## config.mk

```make
export PLATFORM = sky130hd
export DESIGN_NAME = compile_guard_monitor
export DESIGN_NICKNAME = d
export VERILOG_FILES = /design/src/rtl/compile_guard_monitor.sv
export SDC_FILE = /design/constraint.sdc
export NUM_CORES = 1
export LEC_CHECK = 0
export CORE_ASPECT_RATIO = 2
export CORE_MARGIN = 5
export CORE_UTILIZATION = 46
export DETAILED_ROUTE_END_ITERATION = 12
export PLACE_DENSITY = 0.75
export SYNTH_ARGS = -nofsm -noshare
export SYNTH_HDL_FRONTEND = slang
export SYNTH_SLANG_ARGS = --single-unit
```

## constraint.sdc

```tcl
create_clock -name CLK -period 4.6 [get_ports CLK]
set_clock_uncertainty 0.1 [all_clocks]
set_input_delay 1.38 -clock CLK [delete_from_list [all_inputs] [get_ports CLK]]
set_output_delay 1.38 -clock CLK [all_outputs]
set_load 0.05 [all_outputs]
```

## src/rtl/compile_guard_monitor.sv

```systemverilog
// Valid/ready pass-through with a protocol monitor that flags dropped valid,
// data changing while stalled, and transfers pending longer than TIMEOUT.
module compile_guard_monitor #(
    parameter int WIDTH     = 8,
    parameter int TIMEOUT   = 16,
    parameter int CNT_WIDTH = 8
) (
    input  logic                 CLK,
    input  logic                 RESET,
    input  logic                 EN,
    input  logic                 CLR,
    input  logic                 I_valid,
    input  logic [WIDTH-1:0]     I_data,
    output logic                 I_ready,
    output logic                 O_valid,
    output logic [WIDTH-1:0]     O_data,
    input  logic                 O_ready,
    output logic                 err,
    output logic [1:0]           err_code,
    output logic [CNT_WIDTH-1:0] err_count,
    output logic                 stall
);

    typedef enum logic {
        IDLE = 1'b0,
        PEND = 1'b1
    } state_t;

    localparam logic [7:0]           TO_LIM  = 8'(TIMEOUT);
    localparam logic [CNT_WIDTH-1:0] CNT_ONE = {{(CNT_WIDTH-1){1'b0}}, 1'b1};

    state_t               r_state;
    state_t               w_state_nxt;
    logic [WIDTH-1:0]     r_cap;
    logic [WIDTH-1:0]     w_cap_nxt;
    logic [7:0]           r_wait;
    logic [7:0]           w_wait_nxt;
    logic [7:0]           w_wait_inc;
    logic                 r_to_done;
    logic                 w_to_done_nxt;
    logic                 r_stall;
    logic                 w_stall_nxt;
    logic                 w_chg;
    logic                 w_viol;
    logic [1:0]           w_vcode;

    logic                 r_err;
    logic                 w_err_nxt;
    logic [1:0]           r_code;
    logic [1:0]           w_code_nxt;
    logic [CNT_WIDTH-1:0] r_cnt;
    logic [CNT_WIDTH-1:0] w_cnt_nxt;
    logic                 w_err_base;
    logic [1:0]           w_code_base;
    logic [CNT_WIDTH-1:0] w_cnt_base;

    assign O_valid = I_valid;
    assign O_data  = I_data;
    assign I_ready = O_ready;

    assign err       = r_err;
    assign err_code  = r_code;
    assign err_count = r_cnt;
    assign stall     = r_stall;

    assign w_wait_inc = (r_wait == 8'hFF) ? 8'hFF : r_wait + 8'd1;
    assign w_chg      = (I_data != r_cap);

    always_comb begin
        w_state_nxt   = IDLE;
        w_cap_nxt     = r_cap;
        w_wait_nxt    = 8'd0;
        w_to_done_nxt = 1'b0;
        w_viol        = 1'b0;
        w_vcode       = 2'd0;
        if (EN) begin
            case (r_state)
                IDLE: begin
                    if (I_valid && !O_ready) begin
                        w_state_nxt = PEND;
                        w_cap_nxt   = I_data;
                        w_wait_nxt  = 8'd1;
                    end
                end
                PEND: begin
                    if (!I_valid) begin
                        w_viol  = 1'b1;
                        w_vcode = 2'd1;
                    end else begin
                        w_to_done_nxt = r_to_done;
                        if (w_chg) begin
                            w_viol    = 1'b1;
                            w_vcode   = 2'd2;
                            w_cap_nxt = I_data;
                        end
                        if (!O_ready) begin
                            w_state_nxt = PEND;
                            w_wait_nxt  = w_wait_inc;
                            // A timeout masked by a data change retries next cycle
                            if (w_wait_inc >= TO_LIM && !r_to_done && !w_chg) begin
                                w_viol        = 1'b1;
                                w_vcode       = 2'd3;
                                w_to_done_nxt = 1'b1;
                            end
                        end
                    end
                end
                default: w_state_nxt = IDLE;
            endcase
        end
    end

    assign w_stall_nxt = (w_state_nxt == PEND) && (w_wait_nxt >= TO_LIM);

    always_comb begin
        w_err_base  = CLR ? 1'b0 : r_err;
        w_code_base = CLR ? 2'd0 : r_code;
        w_cnt_base  = CLR ? '0 : r_cnt;
        w_err_nxt   = w_err_base;
        w_code_nxt  = w_code_base;
        w_cnt_nxt   = w_cnt_base;
        if (w_viol) begin
            w_err_nxt = 1'b1;
            if (w_cnt_base == '0)
                w_code_nxt = w_vcode;
            if (!(&w_cnt_base))
                w_cnt_nxt = w_cnt_base + CNT_ONE;
        end
    end

    always_ff @(posedge CLK) begin
        if (RESET) begin
            r_state   <= IDLE;
            r_cap     <= '0;
            r_wait    <= 8'd0;
            r_to_done <= 1'b0;
            r_stall   <= 1'b0;
            r_err     <= 1'b0;
            r_code    <= 2'd0;
            r_cnt     <= '0;
        end else begin
            r_state   <= w_state_nxt;
            r_cap     <= w_cap_nxt;
            r_wait    <= w_wait_nxt;
            r_to_done <= w_to_done_nxt;
            r_stall   <= w_stall_nxt;
            r_err     <= w_err_nxt;
            r_code    <= w_code_nxt;
            r_cnt     <= w_cnt_nxt;
        end
    end

endmodule

```

==> results by group <==
Finish
  • Finished Core Util: between 50% and 60%
  • Highest-count cells in the layout ignoring fill and taps: clkdlybuf4s50_1 (33), dfxtp_1 (30), nor2_1 (21), a21oi_1 (13)
  • Fraction of final layout cells with drive strength greater than 1: 10.5%
  • Final nets: between 200 and 250
  • Total of fill cells in the finished design: 304
  • Count of antenna diodes in the layout: 0
  • Area delta synth->final: 23.1%
  • Leading cell type in the layout, fill and taps excluded: clkdlybuf4s50_1

Worst setup path
  • Reg2reg path depth: 7
  • Cell at the slowest stage of the critical path: clkdlybuf4s50_1
  • Buffers & Inverters on Critical Path: 2
  • Arrival time at the worst endpoint: approximately 2.7 ns
  • Gate family responsible for the most delay along the worst path: buffers and inverters
  • Worst reg2reg path endpoint: err_count[5]$_SDFF_PP0_
  • Reg-to-reg startpoint: r_wait[0]$_SDFF_PP0_
  • Critical path's largest stage delay: 0.83 ns
  • Worst R2R Setup Slack: 2.31 ns
  • Critical path required time: 3.12 ns
  • CP max FO: 3
  • Launching element type of the critical path: input pin
  • Critical path start-end classification: input pin to primary output
  • CP endpoint kind: primary output
  • Most Frequent Cell on Critical Path: clkdlybuf4s50_1
  • List of cells traversed by the critical path: clkdlybuf4s50_1, clkdlybuf4s50_1

Drt
  • Overall routed net length: 3650 um
  • Via total after detailed routing: approximately 1,400
  • Number of remaining DRC errors: 0
  • Antenna violation net count after detailed routing: 0
  • Detailed-router iteration count before antenna repair: 4
  • DR iter-0 viols: 30
  • Via density per instance: 5.77
  • Detailed-route wire length per cell: 15.1 um

Floorplan
  • Area of the core: 3380 sq um
  • Number of rows created at floorplan: 30
  • Initial cell density of the core: a little under half
  • Die Wd: 51.9 um
  • Die height: around 94 um
  • Overall die area: 4860 sq um
  • Top-Level Pins: 36

Synth
  • Warning count from the yosys run: 0
  • Most used flip-flop cell after synthesis: dfxtp_1
  • Async SR Flop Fraction: 0%
  • Syn avg cell area: 8.85 sq um
  • Number of nets in the synthesized netlist: 199
  • Number of synthesized flops with an enable pin: 0
  • Seq cells post-synth: 30
  • Cells after Synth: 182
  • Post-synthesis instance area: 1610 sq um
  • Count of cell types in the netlist: 48
  • Sequential-to-total area share from yosys stat: 37.3%

GRT
  • GR Util All Layers: 15.6%
  • Vias in the first global route: 1,385
  • Gr ovfl total: 0
  • Wire length of the first global-routing pass: around 5700 um
  • Maximum number of pins on one net before global-route repair: 25
  • Antenna violations before repair: 0

STA
  • Shortest period the worst path allows: 4.22 ns
  • Share of the clock period used by the worst path after layout: 91.6%
  • Least-Margin Pin Slew: 0.501 ns
  • Setup_tns: 0 ns
  • Number of setup violations in the final report: 0
  • RSZ-0062 raised after global routing: false
  • Maximum clock frequency: 237 MHz
  • Max-slew headroom at the worst pin: 66.5%
  • Tightest hold margin: between 0.4 and 0.5 ns
  • Hold violation count in the final report: 0
  • Final count of pins violating max slew: 0

Power
  • Static leakage: 0.000745 uW
  • Cell area power density: approximately 280 nW/um^2
  • Overall power after layout: 550 uW
  • VDD IR-drop max: 216 uV

CTS
  • TritonCTS clock tree: yes
  • Cts bufs inserted: 5
  • Clock transition at the registers of the reported paths: 0.07 ns
  • H-tree levels: 2
  • Maximum number of buffers from clock root to sink: 2
  • Count of buffers added by post-CTS timing repair for setup: 0
  • CTS-repair resized insts: 0
  • Clock insertion delay at the later pin of the skew report: 0.28 ns
  • Quantity of hold-fixing buffers added after cts: 0
  • Buffer cell driving the clock tree root: clkbuf_8
  • Clock Sinks: 30

Hold path
  • Class of the tightest hold or removal check: register to register
  • Hold Path Origin: err_count[4]$_SDFF_PP0_
  • Endpoint with the worst hold slack: err_count[4]$_SDFF_PP0_
  • Number of cells traversed by the worst hold path: 2

Placed design
  • GP Congestion: 0.839
  • HPWL after DPL: ~2900 um
  • # port buffers: 35

Job
  • Max-cap violations: 0

Status
  • Result of the run: complete, no violations
-- registers in the layout, summed over array words and instances, names as in the netlist --
signal and flops:
stall 1, err 1, r_to_done 1, r_wait 8
err_count 8, r_cap 8, r_state 1, err_code 2
-- power breakdown --
part	switching, uW	total, uW	internal (uW)
sequential	2.47	266	263
clock	95.5	216	120
combinational	39.5	68.2	28.7
-- cell usage after synthesis (2+ instances only) --
master / n / area [sq um]
o21ai_0: 5 / 25.0
xnor2_1: 11 / 96.3
nand4_1: 5 / 31.3
nor3_1: 4 / 20.0
nand2_1: 10 / 37.5
ha_1: 3 / 37.5
a41o_2: 2 / 22.5
a31oi_1: 4 / 25.0
mux2i_1: 11 / 110
buf_4: 11 / 82.6
and3_1: 3 / 18.8
dfxtp_1: 30 / 601
nand3_1: 5 / 25.0
buf_2: 3 / 15.0
inv_1: 7 / 26.3
nor2_1: 21 / 78.8
a21oi_1: 13 / 65.1
nor2b_1: 3 / 18.8
nand2b_1: 2 / 12.5
-- how the worst max path moves through the flow --
stage | start | end | slack [ns] | cells past startpoint
floorplan | O_ready | I_ready | 1.57 | 1
global placement | I_data[2] | O_data[2] | 0.38 | 2
detailed placement | I_data[2] | O_data[2] | 0.38 | 2
CTS | I_data[1] | O_data[1] | 0.38 | 2
global route | I_data[2] | O_data[2] | 0.33 | 2
finish | I_data[1] | O_data[1] | 0.38 | 2
-- cells by family after synthesis --
group | after synthesis | synth area share, %
compound gates | 37 | 15.9
xor+xnor | 12 | 6.52
fa+ha+maj | 3 | 2.33
buf+inv | 23 | 8.62
flops | 30 | 37.3
mux | 12 | 7.53
simple gates | 65 | 21.8
-- routing by layer --
| layer | routed length (um) | vias up | global-route usage [%] |
|---|---|---|---|
| met5 | 0 | - | 0 |
| met4 | 115 | 0 | 9.85 |
| met3 | 139 | 9 | 3.50 |
| met2 | 2050 | 37 | 29.1 |
| met1 | 1350 | 658 | 14.1 |
| li1 | - | 693 | - |
-- per-stage QoR --
step	cells	area, sq um	setup slack [ns]
6_report	242	1980	0.384
5_1_grt	242	1980	0.332
4_1_cts	242	1980	0.375
3_5_place_dp	234	1890	0.377
3_3_place_gp	234	1890	0.382
2_1_floorplan	182	1610	1.57
-- cell type report --
cell class | instances | area (sq um) | area share, %
well taps | 32 | 40.0 | 2.02
clock buffers | 7 | 86.3 | 4.35
clock inverters | 1 | 5.00 | 0.252
multi-input cells | 129 | 872 | 44.0
repair buffers | 36 | 353 | 17.8
inverters | 7 | 26.3 | 1.32
flip-flops and latches | 30 | 601 | 30.3
Note: power is estimated with default switching activity, not from simulation.
